### src/rtl/uart_fifo_ctrl_pkg.sv
// uart_pkg: register map offsets, STAT/CTRL bit positions, TX FSM state
// encodings, the sticky-flag record and the watermark clamp helper shared
// by the UART FIFO controller.
package uart_pkg;

  localparam logic [7:0] OFF_RX_DATA = 8'h00;
  localparam logic [7:0] OFF_TX_DATA = 8'h04;
  localparam logic [7:0] OFF_STAT    = 8'h08;
  localparam logic [7:0] OFF_CTRL    = 8'h0C;
  localparam logic [7:0] OFF_COUNT   = 8'h10;

  localparam int STAT_RX_EMPTY  = 0;
  localparam int STAT_RX_FULL   = 1;
  localparam int STAT_TX_EMPTY  = 2;
  localparam int STAT_TX_FULL   = 3;
  localparam int STAT_RX_OVR    = 4;
  localparam int STAT_FRAME_ERR = 5;
  localparam int STAT_TX_OVR    = 6;
  localparam int STAT_RX_WM     = 7;
  localparam int STAT_RX_TO     = 8;

  localparam int CTRL_RX_WM_IE    = 0;
  localparam int CTRL_TX_EMPTY_IE = 1;
  localparam int CTRL_RX_TO_IE    = 2;
  localparam int CTRL_WM_LSB      = 8;

  localparam logic [1:0] TX_IDLE  = 2'd0;
  localparam logic [1:0] TX_START = 2'd1;
  localparam logic [1:0] TX_WAIT  = 2'd2;
  localparam logic [1:0] TX_BUSY  = 2'd3;

  // Sticky status flags, cleared together by a STAT read.
  typedef struct packed {
    logic rx_to;
    logic tx_ovr;
    logic frame_err;
    logic rx_ovr;
  } sticky_t;

  // A programmed watermark of 0 behaves as 1; values past the FIFO depth clamp to it.
  function automatic logic [15:0] wm_effective(input logic [7:0] wm, input logic [15:0] depth);
    logic [15:0] w;
    w = {8'h00, wm};
    if (w == 16'h0000) begin
      return 16'h0001;
    end else if (w > depth) begin
      return depth;
    end else begin
      return w;
    end
  endfunction

endpackage

### src/rtl/uart_fifo_ctrl_if.sv
// Wishbone-style register bus between the slave decode and the UART
// FIFO controller. The controller takes the slave modport.
interface uart_fifo_ctrl_if;
  logic        i_wb_valid;
  logic [31:0] i_wb_adr;
  logic        i_wb_we;
  logic [31:0] i_wb_dat;
  logic [3:0]  i_wb_sel;
  logic        o_wb_ack;
  logic [31:0] o_wb_dat;

  modport slave (
    input  i_wb_valid, i_wb_adr, i_wb_we, i_wb_dat, i_wb_sel,
    output o_wb_ack, o_wb_dat
  );

  modport master (
    output i_wb_valid, i_wb_adr, i_wb_we, i_wb_dat, i_wb_sel,
    input  o_wb_ack, o_wb_dat
  );
endinterface

### src/rtl/uart_fifo_ctrl_sync_fifo.sv
// uart_sync_fifo: single-clock FIFO with full/empty/count and a
// same-cycle push+pop where the pop is taken first, so a full FIFO
// still accepts a push when it is popped in that cycle.
module uart_sync_fifo #(
  parameter int  DEPTH = 8,
  parameter int  WIDTH = 8,
  localparam int CW    = $clog2(DEPTH + 1)
) (
  input  logic             clk,
  input  logic             rst,
  input  logic             push,
  input  logic             pop,
  input  logic [WIDTH-1:0] wdata,
  output logic [WIDTH-1:0] rdata,
  output logic             full,
  output logic             empty,
  output logic [CW-1:0]    count
);

  localparam int AW = $clog2(DEPTH);

  logic [WIDTH-1:0] mem [DEPTH];
  logic [AW-1:0]    wr_ptr;
  logic [AW-1:0]    rd_ptr;
  logic [CW-1:0]    cnt;
  logic             do_push;
  logic             do_pop;

  // Qualify requests: pops need data, pushes need room unless a pop frees it.
  always_comb begin
    do_pop  = pop && (cnt != {CW{1'b0}});
    do_push = push && ((cnt != CW'(DEPTH)) || do_pop);
  end

  // Pointer and occupancy tracking; depth is a power of two so pointers wrap naturally.
  always_ff @(posedge clk) begin
    if (rst) begin
      wr_ptr <= {AW{1'b0}};
      rd_ptr <= {AW{1'b0}};
      cnt    <= {CW{1'b0}};
    end else begin
      if (do_push) begin
        wr_ptr <= wr_ptr + AW'(1);
      end
      if (do_pop) begin
        rd_ptr <= rd_ptr + AW'(1);
      end
      case ({do_push, do_pop})
        2'b10:   cnt <= cnt + CW'(1);
        2'b01:   cnt <= cnt - CW'(1);
        default: cnt <= cnt;
      endcase
    end
  end

  // Storage array; contents need no reset because occupancy gates every read.
  always_ff @(posedge clk) begin
    if (do_push) begin
      mem[wr_ptr] <= wdata;
    end
  end

  assign rdata = mem[rd_ptr];
  assign full  = (cnt == CW'(DEPTH));
  assign empty = (cnt == {CW{1'b0}});
  assign count = cnt;

endmodule

### src/rtl/uart_fifo_ctrl.sv
// uart_fifo_ctrl: Wishbone-mapped UART controller with RX/TX FIFOs,
// RX watermark, TX-empty and RX idle-timeout interrupt sources.
// Optional feature macro: UART_FIFO_CTRL_RX_TIMEOUT_EN enables the RX
// idle-timeout counter (STAT[8], CTRL[2]); without it both read as 0.
module uart_fifo_ctrl
  import uart_pkg::*;
#(
  parameter logic [31:0] BASE_ADR      = 32'h3000_0000,
  parameter int          DATA_W        = 8,
  parameter int          RX_DEPTH      = 8,
  parameter int          TX_DEPTH      = 8,
  parameter int          TIMEOUT_CHARS = 4
) (
  input  logic              clk,
  input  logic              rst,
  input  logic [31:0]       i_clk_div,
  uart_fifo_ctrl_if.slave   wb,
  input  logic [DATA_W-1:0] i_rx,
  input  logic              i_byte_finish,
  input  logic              i_frame_err,
  output logic [DATA_W-1:0] o_tx,
  output logic              o_tx_start,
  input  logic              i_tx_busy,
  output logic              o_irq
);

  localparam int RX_CW = $clog2(RX_DEPTH + 1);
  localparam int TX_CW = $clog2(TX_DEPTH + 1);
`ifdef UART_FIFO_CTRL_RX_TIMEOUT_EN
  localparam logic [2:0] IE_MASK = 3'b111;
`else
  localparam logic [2:0] IE_MASK = 3'b011;
`endif

  logic              req, rd_req, wr_req;
  logic              hit_rx, hit_tx, hit_stat, hit_ctrl, hit_count;
  logic              rx_push, rx_push_acc, rx_pop, rx_full, rx_empty;
  logic [DATA_W-1:0] rx_head, tx_head;
  logic [RX_CW-1:0]  rx_count;
  logic              tx_wr, tx_push, tx_pop, tx_full, tx_empty;
  logic [TX_CW-1:0]  tx_count;
  logic              stat_clr, to_set, rx_wm;
  sticky_t           sticky, sticky_set;
  logic [2:0]        ie;
  logic [7:0]        wm;
  logic [15:0]       wm_eff;
  logic [31:0]       stat_word, rdat;
  logic [1:0]        tx_state;
  logic [1:0]        wait_cnt;
  logic              unused_bits;

  assign unused_bits = &{1'b0, wb.i_wb_dat[31:16]};

  // Bus request decode and FIFO handshakes for this cycle.
  always_comb begin
    req         = wb.i_wb_valid && !wb.o_wb_ack;
    rd_req      = req && !wb.i_wb_we;
    wr_req      = req && wb.i_wb_we && (wb.i_wb_sel != 4'b0000);
    hit_rx      = (wb.i_wb_adr == BASE_ADR + {24'h000000, OFF_RX_DATA});
    hit_tx      = (wb.i_wb_adr == BASE_ADR + {24'h000000, OFF_TX_DATA});
    hit_stat    = (wb.i_wb_adr == BASE_ADR + {24'h000000, OFF_STAT});
    hit_ctrl    = (wb.i_wb_adr == BASE_ADR + {24'h000000, OFF_CTRL});
    hit_count   = (wb.i_wb_adr == BASE_ADR + {24'h000000, OFF_COUNT});
    rx_pop      = rd_req && hit_rx && !rx_empty;
    rx_push     = i_byte_finish && !i_frame_err;
    rx_push_acc = rx_push && (!rx_full || rx_pop);
    tx_wr       = wr_req && hit_tx;
    tx_push     = tx_wr && !tx_full;
    tx_pop      = (tx_state == TX_IDLE) && !tx_empty && !i_tx_busy;
    stat_clr    = rd_req && hit_stat;
    sticky_set.rx_ovr    = rx_push && !rx_push_acc;
    sticky_set.frame_err = i_byte_finish && i_frame_err;
    sticky_set.tx_ovr    = tx_wr && tx_full;
    sticky_set.rx_to     = to_set;
  end

  uart_sync_fifo #(.DEPTH(RX_DEPTH), .WIDTH(DATA_W)) u_rx_fifo (
    .clk(clk), .rst(rst), .push(rx_push), .pop(rx_pop), .wdata(i_rx),
    .rdata(rx_head), .full(rx_full), .empty(rx_empty), .count(rx_count)
  );

  uart_sync_fifo #(.DEPTH(TX_DEPTH), .WIDTH(DATA_W)) u_tx_fifo (
    .clk(clk), .rst(rst), .push(tx_push), .pop(tx_pop), .wdata(wb.i_wb_dat[DATA_W-1:0]),
    .rdata(tx_head), .full(tx_full), .empty(tx_empty), .count(tx_count)
  );

`ifdef UART_FIFO_CTRL_RX_TIMEOUT_EN
  logic [31:0] to_cnt, to_thr;
  logic        to_clear;

  // Idle threshold in clocks and the one-shot crossing that raises rx_to.
  always_comb begin
    to_thr   = i_clk_div * 32'(TIMEOUT_CHARS * (DATA_W + 2));
    to_clear = rx_push_acc || rx_pop || rx_empty;
    to_set   = !to_clear && (to_cnt < to_thr) && ((to_cnt + 32'd1) == to_thr);
  end

  // Saturating idle counter, restarted by any RX traffic or an empty FIFO.
  always_ff @(posedge clk) begin
    if (rst) begin
      to_cnt <= 32'd0;
    end else if (to_clear) begin
      to_cnt <= 32'd0;
    end else if (to_cnt < to_thr) begin
      to_cnt <= to_cnt + 32'd1;
    end
  end
`else
  logic unused_div;
  assign unused_div = &{1'b0, i_clk_div};
  assign to_set     = 1'b0;
`endif

  // Status word and read-data mux; write-only and unmapped addresses read 0.
  always_comb begin
    wm_eff    = wm_effective(wm, 16'(RX_DEPTH));
    rx_wm     = (16'(rx_count) >= wm_eff);
    stat_word = 32'h0000_0000;
    stat_word[STAT_RX_EMPTY]  = rx_empty;
    stat_word[STAT_RX_FULL]   = rx_full;
    stat_word[STAT_TX_EMPTY]  = tx_empty;
    stat_word[STAT_TX_FULL]   = tx_full;
    stat_word[STAT_RX_OVR]    = sticky.rx_ovr;
    stat_word[STAT_FRAME_ERR] = sticky.frame_err;
    stat_word[STAT_TX_OVR]    = sticky.tx_ovr;
    stat_word[STAT_RX_WM]     = rx_wm;
    stat_word[STAT_RX_TO]     = sticky.rx_to;
    if (hit_rx) begin
      rdat = rx_empty ? 32'h0000_0000 : 32'(rx_head);
    end else if (hit_stat) begin
      rdat = stat_word;
    end else if (hit_ctrl) begin
      rdat = {16'h0000, wm, 5'b00000, ie};
    end else if (hit_count) begin
      rdat = {16'(tx_count), 16'(rx_count)};
    end else begin
      rdat = 32'h0000_0000;
    end
  end

  // Single-cycle acknowledge with registered read data.
  always_ff @(posedge clk) begin
    if (rst) begin
      wb.o_wb_ack <= 1'b0;
      wb.o_wb_dat <= 32'h0000_0000;
    end else begin
      wb.o_wb_ack <= req;
      wb.o_wb_dat <= rd_req ? rdat : 32'h0000_0000;
    end
  end

  // CTRL register; the timeout enable bit only sticks when the feature is built in.
  always_ff @(posedge clk) begin
    if (rst) begin
      ie <= 3'b000;
      wm <= 8'h01;
    end else if (wr_req && hit_ctrl) begin
      ie <= wb.i_wb_dat[2:0] & IE_MASK;
      wm <= wb.i_wb_dat[CTRL_WM_LSB +: 8];
    end
  end

  // Sticky flags: a STAT read clears them, a same-cycle event sets them again.
  always_ff @(posedge clk) begin
    if (rst) begin
      sticky <= '{default: 1'b0};
    end else begin
      sticky <= sticky_t'((stat_clr ? 4'b0000 : 4'(sticky)) | 4'(sticky_set));
    end
  end

  // Level interrupt, registered one cycle behind its sources.
  always_ff @(posedge clk) begin
    if (rst) begin
      o_irq <= 1'b0;
    end else begin
      o_irq <= (rx_wm & ie[CTRL_RX_WM_IE]) | (tx_empty & ie[CTRL_TX_EMPTY_IE]) |
               (sticky.rx_to & ie[CTRL_RX_TO_IE]);
    end
  end

  // TX sequencer: pop, strobe start, wait for the serialiser to go busy (max 4 cycles), then idle.
  always_ff @(posedge clk) begin
    if (rst) begin
      tx_state   <= TX_IDLE;
      wait_cnt   <= 2'd0;
      o_tx       <= {DATA_W{1'b0}};
      o_tx_start <= 1'b0;
    end else begin
      o_tx_start <= 1'b0;
      case (tx_state)
        TX_IDLE: begin
          if (tx_pop) begin
            o_tx       <= tx_head;
            o_tx_start <= 1'b1;
            tx_state   <= TX_START;
          end
        end
        TX_START: begin
          wait_cnt <= 2'd0;
          tx_state <= TX_WAIT;
        end
        TX_WAIT: begin
          if (i_tx_busy || (wait_cnt == 2'd3)) begin
            tx_state <= TX_BUSY;
          end else begin
            wait_cnt <= wait_cnt + 2'd1;
          end
        end
        TX_BUSY: begin
          if (!i_tx_busy) begin
            tx_state <= TX_IDLE;
          end
        end
        default: tx_state <= TX_IDLE;
      endcase
    end
  end

endmodule

### src/flat_wrapper.sv
// flat-port wrapper written by rule: the top's interface ports become plain ports
module uart_fifo_ctrl_flat import uart_pkg::*;
#(
  parameter logic [31:0] BASE_ADR      = 32'h3000_0000,
  parameter int          DATA_W        = 8,
  parameter int          RX_DEPTH      = 8,
  parameter int          TX_DEPTH      = 8,
  parameter int          TIMEOUT_CHARS = 4
)
  (clk, rst, i_clk_div, i_rx, i_byte_finish, i_frame_err, o_tx, o_tx_start, i_tx_busy, o_irq, wb_i_wb_valid, wb_i_wb_adr, wb_i_wb_we, wb_i_wb_dat, wb_i_wb_sel, wb_o_wb_ack, wb_o_wb_dat);
  uart_fifo_ctrl_if wb_i ();
  input  logic clk;
  input  logic rst;
  input  logic [31:0] i_clk_div;
  input  logic [DATA_W-1:0] i_rx;
  input  logic i_byte_finish;
  input  logic i_frame_err;
  output logic [DATA_W-1:0] o_tx;
  output logic o_tx_start;
  input  logic i_tx_busy;
  output logic o_irq;
  input wire logic [$bits(wb_i.i_wb_valid)-1:0] wb_i_wb_valid;
  input wire logic [$bits(wb_i.i_wb_adr)-1:0] wb_i_wb_adr;
  input wire logic [$bits(wb_i.i_wb_we)-1:0] wb_i_wb_we;
  input wire logic [$bits(wb_i.i_wb_dat)-1:0] wb_i_wb_dat;
  input wire logic [$bits(wb_i.i_wb_sel)-1:0] wb_i_wb_sel;
  output wire logic [$bits(wb_i.o_wb_ack)-1:0] wb_o_wb_ack;
  output wire logic [$bits(wb_i.o_wb_dat)-1:0] wb_o_wb_dat;
  assign wb_i.i_wb_valid = wb_i_wb_valid;
  assign wb_i.i_wb_adr = wb_i_wb_adr;
  assign wb_i.i_wb_we = wb_i_wb_we;
  assign wb_i.i_wb_dat = wb_i_wb_dat;
  assign wb_i.i_wb_sel = wb_i_wb_sel;
  assign wb_o_wb_ack = wb_i.o_wb_ack;
  assign wb_o_wb_dat = wb_i.o_wb_dat;
  uart_fifo_ctrl #(.BASE_ADR(BASE_ADR), .DATA_W(DATA_W), .RX_DEPTH(RX_DEPTH), .TX_DEPTH(TX_DEPTH), .TIMEOUT_CHARS(TIMEOUT_CHARS)) u_core (.clk(clk), .rst(rst), .i_clk_div(i_clk_div), .wb(wb_i), .i_rx(i_rx), .i_byte_finish(i_byte_finish), .i_frame_err(i_frame_err), .o_tx(o_tx), .o_tx_start(o_tx_start), .i_tx_busy(i_tx_busy), .o_irq(o_irq));
endmodule
### config.mk
export PLATFORM = sky130hd
export DESIGN_NAME = uart_fifo_ctrl_flat
export DESIGN_NICKNAME = d
export VERILOG_FILES = /design/src/rtl/uart_fifo_ctrl_pkg.sv /design/src/rtl/uart_fifo_ctrl_if.sv /design/src/rtl/uart_fifo_ctrl_sync_fifo.sv /design/src/rtl/uart_fifo_ctrl.sv /design/src/flat_wrapper.sv
export SDC_FILE = /design/constraint.sdc
export NUM_CORES = 1
export LEC_CHECK = 0
export CAP_MARGIN = 25
export CORE_MARGIN = 10
export CORE_UTILIZATION = 35
export CTS_BUF_LIST = sky130_fd_sc_hd__clkbuf_8
export DETAILED_ROUTE_END_ITERATION = 10
export GPL_TIMING_DRIVEN = 0
export PLACE_DENSITY_LB_ADDON = 0.3
export SYNTH_ARGS = -nofsm -noshare
export SYNTH_HDL_FRONTEND = slang
export SYNTH_SLANG_ARGS = --single-unit
export TNS_END_PERCENT = 5
### constraint.sdc
create_clock -name clk -period 4.1 [get_ports clk]
set_input_delay 0.615 -clock clk [delete_from_list [all_inputs] [get_ports clk]]
set_output_delay 0.615 -clock clk [all_outputs]
set_load 0.01 [all_outputs]
==> metrics.md, run 1 <==
| Metric | Value |
|---|---|
| Yosys reg bits | `around 200` |
| Hold/Removal Path Class | `reg2reg` |
| Max Freq | `256 MHz` |
| Num Clock Sinks | `199` |
| Congestion Overflow GR | `0` |
| Internal power | `2.70 mW` |
| Power Total | `roughly 3.6 mW` |
| Die X | `174 um` |
| CP max FO | `8` |
| WL/cell | `18.6 um` |
| Row count | `56` |
| Worst setup EP type | `flip-flop` |
| Final setup vio count | `0` |
| Post-Syn Area | `0.00825 mm^2` |
| Grt met2 use | `0.225` |
| Slew HR | `0.374` |
| Post-synth top area cell | `edfxtp_1` |
| TNS Setup | `0 ns` |
| Psw | `about 0.86 mW` |
| Drt initial violations | `299` |
| Highest-delay cell along the critical path | `nor3b_1` |
| Outcome | `finished clean` |
| Final ANT Viol Nets | `0` |
| H-tree depth | `4` |
| Grt met1 use | `0.142` |
| Fin crit period | `3.90 ns` |
| Dpl cell area | `between 0.009 and 0.01 mm^2` |
| Register area share after synthesis | `0.638` |
| Fin Hold WS | `0.484 ns` |
| WL final | `19.2 mm` |
| Max stage delay on crit path | `0.52 ns` |
| Vias per Instance | `between 4 and 5` |
| Layout Area Growth over Synthesis | `23.3%` |
| IO buf count | `97` |
| Async SR Flop Fraction | `0` |
| Dpl cells | `999` |
| Die Y | `174 um` |
| Pwr dens | `350 mW/mm^2` |
| Number of top-level pins | `158` |
| Via Count | `5108` |
| IR drop worst, VDD | `approximately 0.24 mV` |
| Initial Util | `0.354` |
| WP buf/inv | `2` |
| Sequential power share | `0.603` |
| First-pass GRT wire length | `29.6 mm` |
| WP data required | `4.49 ns` |
| CP Launch Type | `input port` |
| Pre-CTS setup slack | `-0.195 ns` |
| Clock Pin Slew Worst Setup and Hold Paths | `0.10 ns` |
| Post-synth top cells | `edfxtp_1 (128), dfxtp_1 (71), nor2_1 (49)` |
| Clk buf depth | `2` |
| Total GRT Usage | `0.126` |
| DRC errors left | `0` |
| Total CTS buffers | `17` |
| Top-area cell type share of the netlist area | `0.466` |
| Critical path arrival | `between 4 and 5 ns` |
| Syn avg cell area | `about 15 um^2` |
| Setup bufs post-CTS | `0` |
| Crit-path cells | `clkdlybuf4s50_1 -> nor3b_1 -> nand3_1 -> or4_1 -> a21boi_2 -> inv_1 -> ha_1 -> xor2_1 -> ha_1 -> a21oi_1 -> xor2_1 -> or3_1 -> a21oi_1` |
| Slew of the pin with the lowest slew margin | `0.931 ns` |
| Antenna violations before repair | `1` |
| Register Area | `0.00527 mm^2` |
| Pin count of the biggest net entering global routing | `21` |
| Post-cts sizing count | `0` |
| Core ar. | `0.0233 mm^2` |
| Hold Vio Cnt, Final | `0` |
| Non-filler cells, final | `about 1000` |
| Layout cells sized above 1 | `0.156` |
| Leak | `3.32 nW` |
| Clk pwr share | `0.349` |
| Design area | `0.0102 mm^2` |
| Busiest layer in global routing | `met2` |
| Area of the multi-input gates | `about 0.0028 mm^2` |
| Nets | `836` |
| Cells after synthesis | `around 560` |
| Yosys warnings | `0` |
| Vias in the first global route | `5314` |
| Final Slew Violations | `0` |
| Die footprint | `0.0301 mm^2` |
| Delay-heaviest family, CP | `simple AND/OR/NAND/NOR gates` |
| TritonCTS clock tree | `done` |
| HPWL after DPL | `~14 mm` |
| Hold-fix buffers, CTS | `0` |
| Final core utilization | `0.436` |
| Setup CP Type | `in2reg` |
| Met3 Track Usage GR | `0.0314` |
| Fin Clk Skew | `approximately 0.023 ns` |
| Max-cap violation count | `0` |
| Sw Ratio | `0.240` |
| Routability Congestion | `0.791` |
| Most used DFF post-synth | `edfxtp_1` |
| Library cells used by synthesis | `54` |
| Root Driver | `clkbuf_8` |
| Count leader, synth | `edfxtp_1` |
| Fin crit share | `0.952` |
| Number of synthesized flops with an enable pin | `128` |
| Unrepaired setup endpoints after global routing | `no` |
| Final WS setup | `0.196 ns` |
| Logic pwr share | `0.049` |
| First-pass DRT Iterations | `4` |
| Ant. Diodes | `0` |
| Fillers | `2153` |
| Top cells by area, synth | `edfxtp_1 (47%), dfxtp_1 (17%), mux4_2 (8.7%)` |
| Worst-Skew Late Latency | `0.48 ns` |
metal layers:
layer  vias up  share of wire
met2       144           0.52
met4         2          0.017
met1      2520           0.40
li1       2413              -
met3        29          0.054
met5         -        0.00094
path summary, 6_finish.rpt:
| path | start | end | slack [ns] | cells past startpoint |
|---|---|---|---|---|
| worst max-delay path | wb_i_wb_valid | u_core.u_rx_fifo.count[2] | 0.20 | 13 |
| worst min-delay path | u_core.stat_word[4] | u_core.stat_word[4] | 0.48 | 1 |
| worst max register to register | u_core.wb.o_wb_ack | u_core.u_rx_fifo.count[2] | 0.48 | 12 |
| worst min register to register | u_core.stat_word[4] | u_core.stat_word[4] | 0.48 | 1 |
cell type report:
class                           count  area share
Buffer                             34      0.0176
Clock inverter                     14      0.0151
Clock buffer                       18      0.0244
Inverter                           12     0.00443
Timing Repair Buffer              106       0.102
Sequential cell                   199       0.518
Multi-Input combinational cell    330       0.280
Tap cell                          319      0.0392
cells by family after synthesis:
family          Yosys count  share of synthesized area
compound gates           63                     0.0505
xor+xnor                  9                    0.00956
fa+ha+maj                21                     0.0328
buf+inv                  46                     0.0272
flops                   199                      0.638
mux                      66                      0.129
other cells               1                   0.000455
simple gates            159                      0.112
cell usage in the layout, fill, tap and decap left out, types with 12 or more instances in the layout:
cell,instances
edfxtp_1,128
nor2_1,49
conb_1,12
buf_4,20
mux2i_1,30
clkdlybuf4s50_1,97
a21oi_1,17
clkbuf_8,18
mux4_2,32
nand2_1,18
ha_1,20
inv_1,13
dfxtp_1,71
power by group through the flow:
stage / clock network, mW / logic [mW] / registers [mW]
after floorplan: 0 / 0.0616 / 2.19
after global placement: 0 / 0.164 / 2.19
after detailed placement: 0 / 0.173 / 2.19
after CTS: 1.28 / 0.173 / 2.14
after global routing: 1.36 / 0.187 / 2.15
final: 1.24 / 0.173 / 2.14
registers in the layout, indices dropped and copies added, names as in the netlist, 3 cells and up, named ones only:
name	cells
u_core.o_tx	8
u_core.stat_word	3
u_core.u_rx_fifo.count	4
u_core.u_rx_fifo.mem	64
u_core.u_rx_fifo.rd_ptr	3
u_core.u_rx_fifo.wr_ptr	3
u_core.u_tx_fifo.count	4
u_core.u_tx_fifo.mem	64
u_core.u_tx_fifo.rd_ptr	3
u_core.u_tx_fifo.wr_ptr	3
u_core.wb.o_wb_dat	20
u_core.wm	8
No activity file was read; power rests on OpenSTA's default activity.
==> run 2, diff against run 1 <==
--- a/config.mk
+++ b/config.mk
@@ -6,12 +6,13 @@
 export NUM_CORES = 1
 export LEC_CHECK = 0
 export CAP_MARGIN = 25
-export CORE_MARGIN = 10
+export CORE_MARGIN = 1.5
 export CORE_UTILIZATION = 35
 export CTS_BUF_LIST = sky130_fd_sc_hd__clkbuf_8
 export DETAILED_ROUTE_END_ITERATION = 10
 export GPL_TIMING_DRIVEN = 0
 export PLACE_DENSITY_LB_ADDON = 0.3
+export RECOVER_POWER = 100
 export SYNTH_ARGS = -nofsm -noshare
 export SYNTH_HDL_FRONTEND = slang
 export SYNTH_SLANG_ARGS = --single-unit
==> run 2 against run 1 <==
The flow now finishes with violations (max-capacitance violations, max-slew violations). Clock skew decreased by 0.0051 ns. Register-to-register slack better by 0.12 ns. Combinational power is 4% lower. Power rose by 1.2%. Utilization grew 0.51 points. Sequential power is essentially flat. Die area decreased by 19%. Sequential share of layout area is 0.33 points higher. Setup slack improved by 0.094 ns. Via count increased by 0.57%. Count of clock-buffer cells in the layout fell by 1.
==> metrics.md, run 2 (same netlist as run 1, synthesis figures left out) <==
| Metric | Value |
|---|---|
| Final core utilization | `0.441 (was 0.436)` |
| First-pass DRT Iterations | `5 (was 4)` |
| Highest-delay cell along the critical path | `dlygate4sd3_1 (was nor3b_1)` |
| Final ANT Viol Nets | `0 (unchanged)` |
| Dpl cell area | `0.00976 mm^2 (was 0.00977 mm^2)` |
| Outcome | `complete, but fails checks (was finished clean)` |
| Total GRT Usage | `0.157 (was 0.126)` |
| Top flop regs | `u_core.u_rx_fifo.mem (64), u_core.u_tx_fifo.mem (64), u_core.wb.o_wb_dat (20) (unchanged)` |
| Congestion Overflow GR | `0 (unchanged)` |
| Layout cells sized above 1 | `0.131 (was 0.156)` |
| Area of the multi-input gates | `0.00280 mm^2 (was 0.00285 mm^2)` |
| Layout Area Growth over Synthesis | `22.5% (was 23.3%)` |
| Setup CP Type | `in2reg (unchanged)` |
| H-tree depth | `4 (unchanged)` |
| Total CTS buffers | `17 (unchanged)` |
| Core ar. | `0.0229 mm^2 (was 0.0233 mm^2)` |
| Drt initial violations | `329 (was 299)` |
| Vias in the first global route | `5318 (was 5314)` |
| Pwr dens | `356 mW/mm^2 (was 350 mW/mm^2)` |
| HPWL after DPL | `13.5 mm (was 14.1 mm)` |
| Routability Congestion | `0.809 (was 0.791)` |
| Post-cts sizing count | `0 (unchanged)` |
| IR drop worst, VDD | `0.206 mV (was 0.244 mV)` |
| Num Clock Sinks | `199 (unchanged)` |
| Pre-CTS setup slack | `-0.154 ns (was -0.195 ns)` |
| Most frequent cells in the layout | `edfxtp_1 (128), dfxtp_1 (71), dlygate4sd3_1 (50), nor2_1 (49), clkdlybuf4s50_1 (47) (was edfxtp_1 (128), clkdlybuf4s50_1 (97), dfxtp_1 (71), nor2_1 (49), mux4_2 (32))` |
| Setup bufs post-CTS | `0 (unchanged)` |
| Max Freq | `262 MHz (was 256 MHz)` |
| Via Count | `5137 (was 5108)` |
| WP data required | `4.50 ns (was 4.49 ns)` |
| Initial Util | `0.360 (was 0.354)` |
| TNS Setup | `0 ns (unchanged)` |
| TritonCTS clock tree | `done (unchanged)` |
| Root Driver | `clkbuf_8 (unchanged)` |
| Slew HR | `-0.0312 (was 0.374)` |
| Hold/Removal Path Class | `reg2reg (unchanged)` |
| Max stage delay on crit path | `0.53 ns (was 0.52 ns)` |
| Hold-fix buffers, CTS | `0 (unchanged)` |
| Failing checks | `max-capacitance violations, max-slew violations` |
| Nets | `838 (was 836)` |
| Leak | `3.40 nW (was 3.32 nW)` |
| Row count | `55 (was 56)` |
| IO buf count | `97 (unchanged)` |
| DRC errors left | `0 (unchanged)` |
| Fin Clk Skew | `0.0183 ns (was 0.0233 ns)` |
| WL/cell | `17.8 um (was 18.6 um)` |
| Pin count of the biggest net entering global routing | `21 (unchanged)` |
| CP max FO | `8 (unchanged)` |
| Clk buf depth | `2 (unchanged)` |
| Critical path arrival | `4.21 ns (was 4.29 ns)` |
| Fin crit share | `0.929 (was 0.952)` |
| Fillers | `2054 (was 2153)` |
| Clock Pin Slew Worst Setup and Hold Paths | `0.11 ns (was 0.10 ns)` |
| Slew of the pin with the lowest slew margin | `1.53 ns (was 0.931 ns)` |
| Die X | `157 um (was 174 um)` |
| First-pass GRT wire length | `28.6 mm (was 29.6 mm)` |
| Final WS setup | `0.290 ns (was 0.196 ns)` |
| Fin crit period | `3.81 ns (was 3.90 ns)` |
| Design area | `0.0101 mm^2 (was 0.0102 mm^2)` |
| Antenna violations before repair | `1 (unchanged)` |
| Hold Vio Cnt, Final | `0 (unchanged)` |
| Die Y | `157 um (was 174 um)` |
| Worst setup EP type | `flip-flop (unchanged)` |
| CP Launch Type | `input port (unchanged)` |
| WL final | `18.4 mm (was 19.2 mm)` |
| Delay-heaviest family, CP | `simple AND/OR/NAND/NOR gates (unchanged)` |
| Max-cap violation count | `1 (was 0)` |
| Final Slew Violations | `10 (was 0)` |
| Number of top-level pins | `158 (unchanged)` |
| Register Area | `0.00527 mm^2 (unchanged)` |
| Unrepaired setup endpoints after global routing | `no (unchanged)` |
| Worst-Skew Late Latency | `0.48 ns (about the same)` |
| Vias per Instance | `4.99 (was 4.95)` |
| Commonest non-fill, non-tap cell in the layout | `edfxtp_1 (unchanged)` |
| Crit-path cells | `dlygate4sd3_1 -> nor3_1 -> nand3_1 -> or4_1 -> a21boi_2 -> inv_1 -> ha_1 -> xor2_1 -> ha_1 -> a21oi_1 -> xor2_1 -> or3_1 -> a21oi_1 (was clkdlybuf4s50_1 -> nor3b_1 -> nand3_1 -> or4_1 -> a21boi_2 -> inv_1 -> ha_1 -> xor2_1 -> ha_1 -> a21oi_1 -> xor2_1 -> or3_1 -> a21oi_1)` |
| Final setup vio count | `0 (unchanged)` |
| Die footprint | `0.0245 mm^2 (was 0.0301 mm^2)` |
| WP buf/inv | `2 (unchanged)` |
run 2: cell types whose count changed in the layout (fill, tap and decap cells not counted), moves of 4 or more:
cell             before  now
nor4_2                5    0
clkbuf_1             10   24
and2_1               11    7
and2_0                0    4
dlygate4sd3_1         0   50
nor4_1                8   14
buf_4                20   12
clkdlybuf4s50_1      97   47
run 2: worst paths after layout:
path	startpoint	cells after the start	slack, ns	to
setup reg to reg	u_core.wb.o_wb_ack	12	0.60	u_core.u_rx_fifo.count[2]
hold / removal	u_core.stat_word[4]	1	0.49	u_core.stat_word[4]
setup / recovery	wb_i_wb_adr[1]	13	0.29	u_core.u_rx_fifo.count[2]
hold reg to reg	u_core.stat_word[4]	1	0.49	u_core.stat_word[4]
run 2: power breakdown:
| group | total, mW | internal, mW | switching (mW) |
|---|---|---|---|
| sequential | 2.14 | 2.14 | 0.00601 |
| combinational | 0.166 | 0.0846 | 0.0813 |
| clock | 1.29 | 0.519 | 0.770 |
| total | 3.60 | 2.74 | 0.857 |
run 2: per-layer routing:
| layer | track usage | wire [um] | vias up |
|---|---|---|---|
| met5 | 0 | 0 | - |
| met4 | 0.0567 | 449 | 0 |
| met3 | 0.0388 | 955 | 36 |
| met2 | 0.271 | 9130 | 153 |
| met1 | 0.190 | 7830 | 2523 |
| li1 | - | - | 2425 |
run 2: layout make-up:
type	count	share of cell area
clock inverters	15	0.0181
flip-flops and latches	199	0.521
diodes	1	0.000248
repair buffers	108	0.101
well taps	313	0.0387
multi-input cells	330	0.277
clock buffers	17	0.0231
plain buffers	34	0.0173
inverters	12	0.00446
run 2: metrics by stage:
stage | hold slack [ns] | total power, mW | instances
final | 0.490 | 3.60 | 1029
after floorplan | 0.442 | 2.25 | 575
after CTS | 0.487 | 3.63 | 1027
after global routing | 0.502 | 3.72 | 1028
after global placement | 0.447 | 2.35 | 985
after detailed placement | 0.460 | 2.36 | 995
==> run 3, diff against run 2 <==
--- a/config.mk
+++ b/config.mk
@@ -5,12 +5,12 @@
 export SDC_FILE = /design/constraint.sdc
 export NUM_CORES = 1
 export LEC_CHECK = 0
+export ABC_CLOCK_PERIOD_IN_PS = 4100
 export CAP_MARGIN = 25
 export CORE_MARGIN = 1.5
 export CORE_UTILIZATION = 35
 export CTS_BUF_LIST = sky130_fd_sc_hd__clkbuf_8
 export DETAILED_ROUTE_END_ITERATION = 10
-export GPL_TIMING_DRIVEN = 0
 export PLACE_DENSITY_LB_ADDON = 0.3
 export RECOVER_POWER = 100
 export SYNTH_ARGS = -nofsm -noshare
==> run 3 against run 2 <==
The flow still finishes with violations (max-capacitance violations, max-slew violations). Combinational power down 9%. Utilization is 0.46 points lower. Global-route usage is 0.56 points lower. First-iteration DRC count fell by 25%. Clock power barely moved. Final area decreased by 1.1%. Fmax grew 5.7%. Die area is the same. Routed wire length decreased by 4.9%. Setup slack better by 0.21 ns. Clock skew is 0.0056 ns lower. Largest power group unchanged.
==> metrics.md, run 3 (same netlist as run 1, synthesis figures left out) <==
| Metric | Value |
|---|---|
| Row count | `55 (unchanged)` |
| Fin Clk Skew | `0.0126 ns (was 0.0183 ns)` |
| Clock Pin Slew Worst Setup and Hold Paths | `0.11 ns (about the same)` |
| First-pass DRT Iterations | `4 (was 5)` |
| Reg2Reg Launch Point | `u_core.wb.o_wb_ack (unchanged)` |
| Outcome | `complete, but fails checks (unchanged)` |
| Nets | `823 (was 838)` |
| Num Clock Sinks | `199 (unchanged)` |
| CP Launch Type | `input port (unchanged)` |
| Hold-fix buffers, CTS | `0 (unchanged)` |
| Total GRT Usage | `0.151 (was 0.157)` |
| Layout Area Growth over Synthesis | `21.2% (was 22.5%)` |
| Worst-Skew Late Latency | `0.47 ns (was 0.48 ns)` |
| Reg2Reg Depth | `4 (was 12)` |
| Hold Vio Cnt, Final | `0 (unchanged)` |
| Die footprint | `0.0245 mm^2 (unchanged)` |
| Die X | `157 um (unchanged)` |
| Top flop regs | `u_core.u_rx_fifo.mem (64), u_core.u_tx_fifo.mem (64), u_core.wb.o_wb_dat (20) (unchanged)` |
| Power Total | `3.56 mW (was 3.60 mW)` |
| Hold/Removal Path Class | `reg2reg (unchanged)` |
| Final WS setup | `0.497 ns (was 0.290 ns)` |
| IO buf count | `97 (unchanged)` |
| Register Area | `0.00527 mm^2 (unchanged)` |
| Post-cts sizing count | `0 (unchanged)` |
| Leak | `3.33 nW (was 3.40 nW)` |
| Vias in the first global route | `5069 (was 5318)` |
| IR drop worst, VDD | `0.273 mV (was 0.206 mV)` |
| Fin crit period | `3.60 ns (was 3.81 ns)` |
| Setup bufs post-CTS | `0 (unchanged)` |
| Non-filler cells, final | `1014 (was 1029)` |
| Total CTS buffers | `17 (unchanged)` |
| Pwr dens | `356 mW/mm^2 (about the same)` |
| Unrepaired setup endpoints after global routing | `no (unchanged)` |
| Final Slew Violations | `53 (was 10)` |
| Final setup vio count | `0 (unchanged)` |
| R2R Setup Slk | `0.98 ns (was 0.60 ns)` |
| Number of top-level pins | `158 (unchanged)` |
| H-tree depth | `4 (unchanged)` |
| WL/cell | `17.2 um (was 17.8 um)` |
| Critical path arrival | `3.98 ns (was 4.21 ns)` |
| WL final | `17.5 mm (was 18.4 mm)` |
| Min-Delay Path Depth | `1 (unchanged)` |
| TritonCTS clock tree | `done (unchanged)` |
| Fillers | `2063 (was 2054)` |
| Dpl cells | `981 (was 995)` |
| Initial Util | `0.360 (unchanged)` |
| Reg-to-Reg End | `u_core.wb.o_wb_dat[1] (was u_core.u_rx_fifo.count[2])` |
| Congestion Overflow GR | `0 (unchanged)` |
| Highest-delay cell along the critical path | `nor4_1 (was dlygate4sd3_1)` |
| DRC errors left | `0 (unchanged)` |
| Final ANT Viol Nets | `0 (unchanged)` |
| TNS Setup | `0 ns (unchanged)` |
| Max stage delay on crit path | `0.54 ns (was 0.53 ns)` |
| First-pass GRT wire length | `27.6 mm (was 28.6 mm)` |
| Min-delay src | `u_core.stat_word[5] (was u_core.stat_word[4])` |
| Core ar. | `0.0229 mm^2 (unchanged)` |
| Worst setup EP type | `flip-flop (unchanged)` |
| Area of the multi-input gates | `0.00277 mm^2 (was 0.00280 mm^2)` |
| Most frequent cells in the layout | `edfxtp_1 (128), dfxtp_1 (71), nor2_1 (49), clkdlybuf4s50_1 (49), dlygate4sd3_1 (47) (was edfxtp_1 (128), dfxtp_1 (71), dlygate4sd3_1 (50), nor2_1 (49), clkdlybuf4s50_1 (47))` |
| Crit-path cells | `clkdlybuf4s50_1 -> nor4_1 -> nand3_1 -> or4_1 -> a21boi_0 -> inv_1 -> ha_1 -> xor2_1 -> ha_1 -> a21oi_1 -> xor2_1 -> or3_1 -> a21oi_1 (was dlygate4sd3_1 -> nor3_1 -> nand3_1 -> or4_1 -> a21boi_2 -> inv_1 -> ha_1 -> xor2_1 -> ha_1 -> a21oi_1 -> xor2_1 -> or3_1 -> a21oi_1)` |
| Pre-CTS setup slack | `0.227 ns (was -0.154 ns)` |
| Final core utilization | `0.436 (was 0.441)` |
| Setup CP Type | `in2reg (unchanged)` |
| Max-cap violation count | `2 (was 1)` |
| Clk buf depth | `2 (unchanged)` |
| Layout cells sized above 1 | `0.120 (was 0.131)` |
| Die Y | `157 um (unchanged)` |
| Root Driver | `clkbuf_8 (unchanged)` |
| Routability Congestion | `0.777 (was 0.809)` |
| Via Count | `4978 (was 5137)` |
| Worst hold endpoint | `u_core.stat_word[5] (was u_core.stat_word[4])` |
| Vias per Instance | `4.91 (was 4.99)` |
| Slew HR | `-0.527 (was -0.0312)` |
| Pin count of the biggest net entering global routing | `52 (was 21)` |
| CP max FO | `5 (was 8)` |
| Fin crit share | `0.879 (was 0.929)` |
| Failing checks | `max-capacitance violations, max-slew violations (unchanged)` |
| HPWL after DPL | `12.0 mm (was 13.5 mm)` |
| Antenna violations before repair | `2 (was 1)` |
| WP data required | `4.48 ns (was 4.50 ns)` |
| Slew of the pin with the lowest slew margin | `2.29 ns (was 1.53 ns)` |
| Max Freq | `278 MHz (was 262 MHz)` |
| Drt initial violations | `247 (was 329)` |
| Commonest non-fill, non-tap cell in the layout | `edfxtp_1 (unchanged)` |
run 3: routing by layer:
metal	GRT usage	wire length (um)
met1	0.189	7490
met2	0.259	8820
met3	0.0324	851
met5	0	12
met4	0.0526	296
run 3: through the flow:
stage / instance area (um^2) / hold slack, ns
final: 10000 / 0.485
after CTS: 10100 / 0.485
after floorplan: 8290 / 0.442
after global routing: 10000 / 0.512
after detailed placement: 9710 / 0.462
after global placement: 9700 / 0.447
run 3: worst max-delay path, delay by kind of cell:
kind	cells	cell delay, ns
adders and majority gates	2	0.48
xor gates and xnor gates	2	0.26
buffers and inverters	2	0.59
and+or+nand+nor	4	1.48
AOI/OAI and AO/OA	3	0.55
run 3: final cells by class:
type                    instances  area share
repair buffers                127       0.112
well taps                     313      0.0392
diodes                          1    0.000250
clock buffers                  19      0.0261
inverters                      12     0.00450
flip-flops and latches        199       0.526
multi-input cells             330       0.277
clock inverters                13      0.0150
run 3: how the worst max path moves through the flow:
| stage | slack, ns | startpoint | end | cells after the start |
|---|---|---|---|---|
| after detailed placement | 0.23 | wb_i_wb_adr[4] | u_core.u_rx_fifo.count[2] | 13 |
| after global routing | 0.28 | wb_i_wb_adr[9] | u_core.u_tx_fifo.count[3] | 13 |
| after CTS | 0.70 | wb_i_wb_adr[4] | u_core.u_rx_fifo.count[2] | 13 |
| after global placement | 0.25 | wb_i_wb_adr[4] | u_core.u_rx_fifo.count[2] | 13 |
| after floorplan | 0.78 | wb_i_wb_adr[27] | u_core.u_rx_fifo.count[2] | 12 |
| final | 0.50 | wb_i_wb_adr[4] | u_core.u_rx_fifo.count[2] | 13 |
run 3: power breakdown:
group	leakage, nW	switching, mW	internal, mW
clock	0.207	0.768	0.496
combinational	1.40	0.0736	0.0776
sequential	1.73	0.00817	2.14
total	3.33	0.850	2.71
